==> src/rtl/trdb_pkg.sv <==
// Shared trace-debugger constants. The branch-map size is used by the map
// itself, the packet-format selector and the packet emitter.
package trdb_pkg;

   localparam int unsigned BMAP_LEN   = 31;
   localparam int unsigned BMAP_CNT_W = $clog2(BMAP_LEN + 1);

endpackage : trdb_pkg

==> src/rtl/trdb_branch_map.sv <==
// Branch map: collects taken/not-taken bits of retired conditional branches.
// Optional sticky overflow reporting is enabled with TRDB_BMAP_OVERFLOW_CHK_EN.
module trdb_branch_map
   import trdb_pkg::*;
#(
   parameter int unsigned MAP_LEN = BMAP_LEN,
   parameter int unsigned CNT_W   = $clog2(MAP_LEN + 1)
) (
   input  logic               clk_i,
   input  logic               rst_ni,
   input  logic               valid_i,
   input  logic               branch_taken_i,
   input  logic               flush_i,
   output logic [MAP_LEN-1:0] map_o,
   output logic [CNT_W-1:0]   branches_o,
   output logic               is_empty_o,
   output logic               is_full_o,
   output logic               nc_is_empty_o,
   output logic               overflow_o
);

   logic [MAP_LEN-1:0] map_q, map_d;
   logic [CNT_W-1:0]   cnt_q, cnt_d;
   logic [MAP_LEN-1:0] wr_sel;
   logic               full;

   assign full = (cnt_q == CNT_W'(MAP_LEN));

   // One-hot write position: the slot just above the current count
   for (genvar gi = 0; gi < MAP_LEN; gi++) begin : g_wr_sel
      assign wr_sel[gi] = (cnt_q == CNT_W'(gi));
   end

   always_comb begin
      map_d = map_q;
      cnt_d = cnt_q;
      if (flush_i) begin
         // Flush first, then insert, so a coincident branch lands in bit 0
         map_d = '0;
         cnt_d = '0;
         if (valid_i) begin
            map_d[0] = ~branch_taken_i;
            cnt_d    = CNT_W'(1);
         end
      end else if (valid_i && !full) begin
         map_d = map_q | (wr_sel & {MAP_LEN{~branch_taken_i}});
         cnt_d = cnt_q + CNT_W'(1);
      end
   end

   always_ff @(posedge clk_i or negedge rst_ni) begin
      if (!rst_ni) begin
         map_q <= '0;
         cnt_q <= '0;
      end else begin
         map_q <= map_d;
         cnt_q <= cnt_d;
      end
   end

   assign map_o         = map_q;
   assign branches_o    = cnt_q;
   assign is_empty_o    = (cnt_q == '0);
   assign is_full_o     = full;
   assign nc_is_empty_o = flush_i ? ~valid_i : (is_empty_o & ~valid_i);

`ifdef TRDB_BMAP_OVERFLOW_CHK_EN
   logic ovf_q;

   always_ff @(posedge clk_i or negedge rst_ni) begin
      if (!rst_ni) begin
         ovf_q <= 1'b0;
      end else if (valid_i && full && !flush_i) begin
         ovf_q <= 1'b1;
      end
   end

   assign overflow_o = ovf_q;

   a_no_overflow : assert property (@(posedge clk_i) disable iff (!rst_ni)
      !(valid_i && full && !flush_i))
      else $warning("branch map overflow: branch dropped");
`else
   assign overflow_o = 1'b0;
`endif

endmodule : trdb_branch_map

==> config.mk <==
export PLATFORM = sky130hd
export DESIGN_NAME = trdb_branch_map
export DESIGN_NICKNAME = d
export VERILOG_FILES = /design/src/rtl/trdb_pkg.sv /design/src/rtl/trdb_branch_map.sv
export SDC_FILE = /design/constraint.sdc
export NUM_CORES = 1
export LEC_CHECK = 0
export CORE_UTILIZATION = 42
export CTS_CLUSTER_DIAMETER = 50
export DETAILED_ROUTE_END_ITERATION = 12
export PLACE_DENSITY = 0.85
export SLEW_MARGIN = 15
export SYNTH_ARGS = -nofsm -noshare
export SYNTH_HDL_FRONTEND = slang
export SYNTH_SLANG_ARGS = --single-unit
==> constraint.sdc <==
create_clock -name clk_i -period 1.7 [get_ports clk_i]
set_input_delay 0.255 -clock clk_i [delete_from_list [all_inputs] [get_ports clk_i]]
set_output_delay 0.255 -clock clk_i [all_outputs]
set_load 0.005 [all_outputs]
# ---- After elaboration in Yosys (flattened, before gate mapping)
# Cells that the tools add are included.
dict set report word_totals {
  reg_bits 36
  in_bits 5
  out_inout_bits 40
  elab_cells 50
}
dict set report op_classes {
  addsub 1
  eq_ne 31
  mux 7
  n_bitwise 5
  n_reduce_logical 4
}
# cell count
set op_table {}
lappend op_table {{$eq A5 B5 Y1 const B} 16}
lappend op_table {{$mux W31} 2}
lappend op_table {{$eq A5 B4 Y1 const B} 8}
lappend op_table {{$and A31 B31 Y31} 1}
lappend op_table {{$or A31 B31 Y31} 1}
lappend op_table {{$eq A5 B3 Y1 const B} 4}
lappend op_table {{$eq A5 B2 Y1 const B} 2}
lappend op_table {{$mux W5} 2}
lappend op_table {{$add A5 B1 Y5 const B} 1}
lappend op_table {{$eq A5 B1 Y1 const B} 1}
lappend op_table {{$logic_not A5 Y1} 1}
lappend op_table {{$mux W1} 3}
lappend op_table {{$not A1 Y1} 2}
lappend op_table {{$reduce_bool A2 Y1} 1}
lappend op_table {{$and A1 B1 Y1} 1}
lappend op_table {{$logic_and A1 B1 Y1} 1}
lappend op_table {{$logic_not A1 Y1} 1}

# ---- Logic depth before layout (Yosys ltp)
dict set report logic_depth {
  depth_word 5
  depth_mapped 8
  mapped_depth_nobuf 6
}

# ---- Least setup slack after synthesis
# OpenSTA, ideal clock, no wires.
dict set report synth_path {
  path_type {register -> register}
  from {register cnt_q[0], in the netlist branches_o[0]}
  to {register cnt_q[3], in the netlist branches_o[3]}
  setup_time_ns 0.127
  t_arrival_ns 1.808
  t_required_ns 1.573
  path_slack_ns -0.236
  path_stages_with_launch 8
  path_buffers 1
  synth_period_minus_slack_ns 1.936
  path_cell_list {dfrtp_1 ha_1 clkbuf_2 and3_1 ha_1 nor2b_1 nand4_1 mux2_1}
}
dict set report synth_between {
  elab_chain_cells 4
  elab_cells_between_ends 7
  cone_classes {add/sub: 1; eq/ne: 1; mux: 2; reduce/logical: 3}
}
# element line
set synth_rtl {}
lappend synth_rtl {{start: declaration} trdb_branch_map.sv:23} ;# logic [CNT_W-1:0] cnt_q, cnt_d;
lappend synth_rtl {{start signal: assignment} trdb_branch_map.sv:57} ;# cnt_q <= cnt_d;
lappend synth_rtl {{$eq A5 B5 Y1} trdb_branch_map.sv:27} ;# assign full = (cnt_q == CNT_W'(MAP_LEN));
lappend synth_rtl {{via is_full_o} trdb_branch_map.sv:17} ;# output logic is_full_o,
lappend synth_rtl {{$logic_not A1 Y1} trdb_branch_map.sv:45} ;# end else if (valid_i && !full) begin
lappend synth_rtl {{$logic_and A1 B1 Y1} trdb_branch_map.sv:45}
lappend synth_rtl {{$reduce_bool A2 Y1 (no line)} -}
# The timed path passes the listed nets, and every way through them passes these cells. The select of a mux whose other input is x is not followed.
# A chain may end at the register's enable or synchronous reset.

# ---- Worst setup path in the final report
dict set report layout_path {
  from {register cnt_q[1], in the netlist branches_o[1]}
  to {register map_q[2], in the netlist map_o[2]}
}
dict set report layout_between {
  elab_chain_cells 5
  elab_cells_between_ends 9
  cone_classes {eq/ne: 2; mux: 2; bitwise: 2; reduce/logical: 3}
}
# element line
set layout_rtl {}
lappend layout_rtl {{$eq A5 B2 Y1} trdb_branch_map.sv:31} ;# assign wr_sel[gi] = (cnt_q == CNT_W'(gi));
lappend layout_rtl {{$and A31 B31 Y31} trdb_branch_map.sv:46} ;# map_d = map_q | (wr_sel & {MAP_LEN{~branch_taken_i}});
lappend layout_rtl {{$or A31 B31 Y31} trdb_branch_map.sv:46}
lappend layout_rtl {{$mux W31} trdb_branch_map.sv:45}
lappend layout_rtl {{$mux W31} trdb_branch_map.sv:37} ;# if (flush_i) begin
lappend layout_rtl {{end signal: assignment} trdb_branch_map.sv:56} ;# map_q <= map_d;
lappend layout_rtl {{end: declaration} trdb_branch_map.sv:22} ;# logic [MAP_LEN-1:0] map_q, map_d;
# Several ways; a longest one is shown, not always the timed one. The select of a mux whose other input is x is not followed.

==> reports/qor.yml <==
global_routing:
  grt-ovfl-total: 0
  track_usage: 0.227
  antenna_found_initial: 0
  grt_max_degree: 40
  grt_pass1_wl_um: 6970
  grt_pass1_vias: 1456
final_layout:
  fin_cells: 282
  drive_above_1_share: 0.338
  fin_area_um2: 2660
  diodes: 0
  nets: 244
  final_common_cell: "clkdlybuf4s50_1"
  final_cell_mix: "clkdlybuf4s50_1 (38), nor2_1 (37), dfrtp_1 (35)"
  area_growth_pct: 63.6
die:
  start_util: 0.440
  die_w_um: 64.2
  dieArea_um2: 4120
  fp.dieH_um: 64.2
  core_um2: 3690
  io_pins: 45
  rows: 22
power:
  comb_power_share: 0.161
  power_w: 0.00196
  power.internal_w: 0.00146
  seqPwrFrac: 0.448
  switching_power_w: 0.000504
  pwr-share-clk: 0.391
  swShare: 0.257
  ir_drop_uv: 497
  p_leak_nw: 1.20
  power.density_nw_per_um2: 740
logic_synthesis:
  yosysTopAreaCellShare: 0.555
  async_flop_share: 1.00
  synth_area_um2: 1620
  avgSynthCellArea_um2: 10.4
  synth-edff-count: 0
  ys_seq_elements: 36
  yosys_warnings: 0
  yosys-top-cells-area: "dfrtp_1 (56%), nor2_1 (8.8%), a31oi_1 (8.1%), ha_1 (4.6%), a21oi_1 (2.2%)"
  yosysSeqAreaShare: 0.555
  synthCells: 156
  yosys_most_used_dff: "dfrtp_1"
  synth_top_area_cell: "dfrtp_1"
  synth.distinct_cells: 31
  synth_fp_nets: 167
clock_tree:
  root_buffer: "clkbuf_8"
  cts.sinks: 36
  clk_latency_ns: 0.30
  cts_tree: "done"
  clockBufferDepth: 2
  htree_num_levels: 2
  cts-buffers-inserted: 5
  clkTransAtPathRegs_ns: 0.08
setup_path:
  critical_path.max_fanout: 7
  path_cells: "ha_2, and3_4, ha_4, buf_8, nor4b_4, buf_6, a31oi_1, nor2_1"
  path_class: "reg2reg"
  crit_required_ns: 1.94
  critPathBufInv: 2
  slowest_delay_ns: 0.40
  cp_top_family: "simple AND/OR/NAND/NOR gates"
  startpoint_type: "flip-flop"
  crit_arrival_ns: 2.17
  end_kind: "flip-flop"
  slowest_stage: "nor4b_4"
sta:
  rsz0062_at_grt: "yes"
  layout_min_cycle_time_ns: 1.94
  timing.final.ws_setup_ns: -0.239
  maxSlewViolCount: 0
  fmax_ghz: 0.516
  hold_viol_final: 0
  clock_skew_ns: 0.00820
  finalCritPeriodShare: 1.14
  finalSetupViolations: 36
  setup_tns_ns: -4.66
run:
  maxCapViolCount: 0
drt:
  dr.first_iter.drc_count: 105
  routedWlPerCell_um: 16.6
  wl_um: 4670
  via_count: 1496
  routed_via_density: 5.30
  antenna_left: 0
  drc: 0
  first_pass_iters: 4
placed_design:
  dp_worst_setup_slack_ns: -0.162
  hpwl_um: 2700
  place_inst: 254
  dpl-instance-area_um2: 2220
  numPortBuffers: 43
  place_congestion: 0.804
run_status:
  violations: "setup timing"
  status: "finished with violations"
worst_hold_path:
  min_path_type: "in2async"
## Yosys cell counts, drive strengths merged, types with 2 or more instances
cell and n:
a41oi 3, and3 2, nor2 38, dfrtp 36, clkbuf 2, a21oi 7, ha 6, and3b 3
inv 8, nor4b 2, a31oi 21, nor2b 5, buf 10
## cell type report
class                   instances  area (um2)
clock buffers                   5        68.8
clock inverters                 3        42.5
fillers                       281        1030
inverters                       8        35.0
multi-input cells             100         797
flip-flops and latches         36         902
well taps                      48        60.1
repair buffers                 82         749
## worst reg2reg max path, delay by kind of cell, from the launching register on
family | cells | cell delay [ns]
DFF | 1 | 0.39
buffers and inverters | 2 | 0.32
and+or+nand+nor | 3 | 0.71
AOI/OAI and AO/OA | 1 | 0.09
adders and majority gates | 2 | 0.37
## path summary, 6_finish.rpt
path | from | end | slack, ns | depth (start not counted)
min in group clk_i | map_o[24]$_DFFE_PN0P_ | map_o[24]$_DFFE_PN0P_ | 0.50 | 2
worst min-delay path | rst_ni | map_o[5]$_DFFE_PN0P_ | 0.37 | 2
max in group asynchronous | rst_ni | branches_o[3]$_DFFE_PN0P_ | 0.99 | 2
worst min register to register | map_o[24]$_DFFE_PN0P_ | map_o[24]$_DFFE_PN0P_ | 0.50 | 2
worst max register to register | branches_o[1]$_DFFE_PN0P_ | map_o[2]$_DFFE_PN0P_ | -0.24 | 8
worst max-delay path | branches_o[1]$_DFFE_PN0P_ | map_o[2]$_DFFE_PN0P_ | -0.24 | 8
## per-stage QoR
stage	util	hold slack [ns]
after floorplan	-	-0.0406
after global placement	0.601	0.480
after detailed placement	0.601	0.486
after CTS	0.666	0.397
after global routing	0.720	0.419
final	0.720	0.370
## layer usage
metal | track usage | up-vias | share of wire
li1 | - | 696 | -
met1 | 0.289 | 743 | 0.43
met2 | 0.367 | 50 | 0.50
met3 | 0.0571 | 7 | 0.048
met4 | 0.0917 | 0 | 0.015
met5 | 0 | - | 0
## cell families after synthesis
kind of cell | synth area share
AND/OR/NAND/NOR | 0.182
flip-flops | 0.555
AO/OA/AOI/OAI | 0.136
buffers and inverters | 0.0594
adder cells (fa/ha/maj) | 0.0463
multiplexers | 0.0131
other | 0.00231
XOR/XNOR | 0.00540
## power by group through the flow
stage,registers [W],clock network (W),logic [W]
2_1_floorplan,0.000903,0,0.0000984
3_3_place_gp,0.000897,0,0.000225
3_5_place_dp,0.000898,0,0.000231
4_1_cts,0.000881,0.000758,0.000269
5_1_grt,0.000881,0.000817,0.000344
6_report,0.000880,0.000767,0.000316
## sequential cells by signal, indices dropped and copies added, names as in the netlist
register	count
branches_o	5
map_o	31
## what timing repair did
item                                    in CTS  in global routing
buffers inserted                             9                  9
pin swaps                                    5                 16
cloned                                       1                  1
endpoints found under the setup margin      22                 40
endpoints found under the hold margin        0                  0
hold buffers                                 0                  0
gates resized for setup                     30                 28
(Power assumes the default switching activity.)
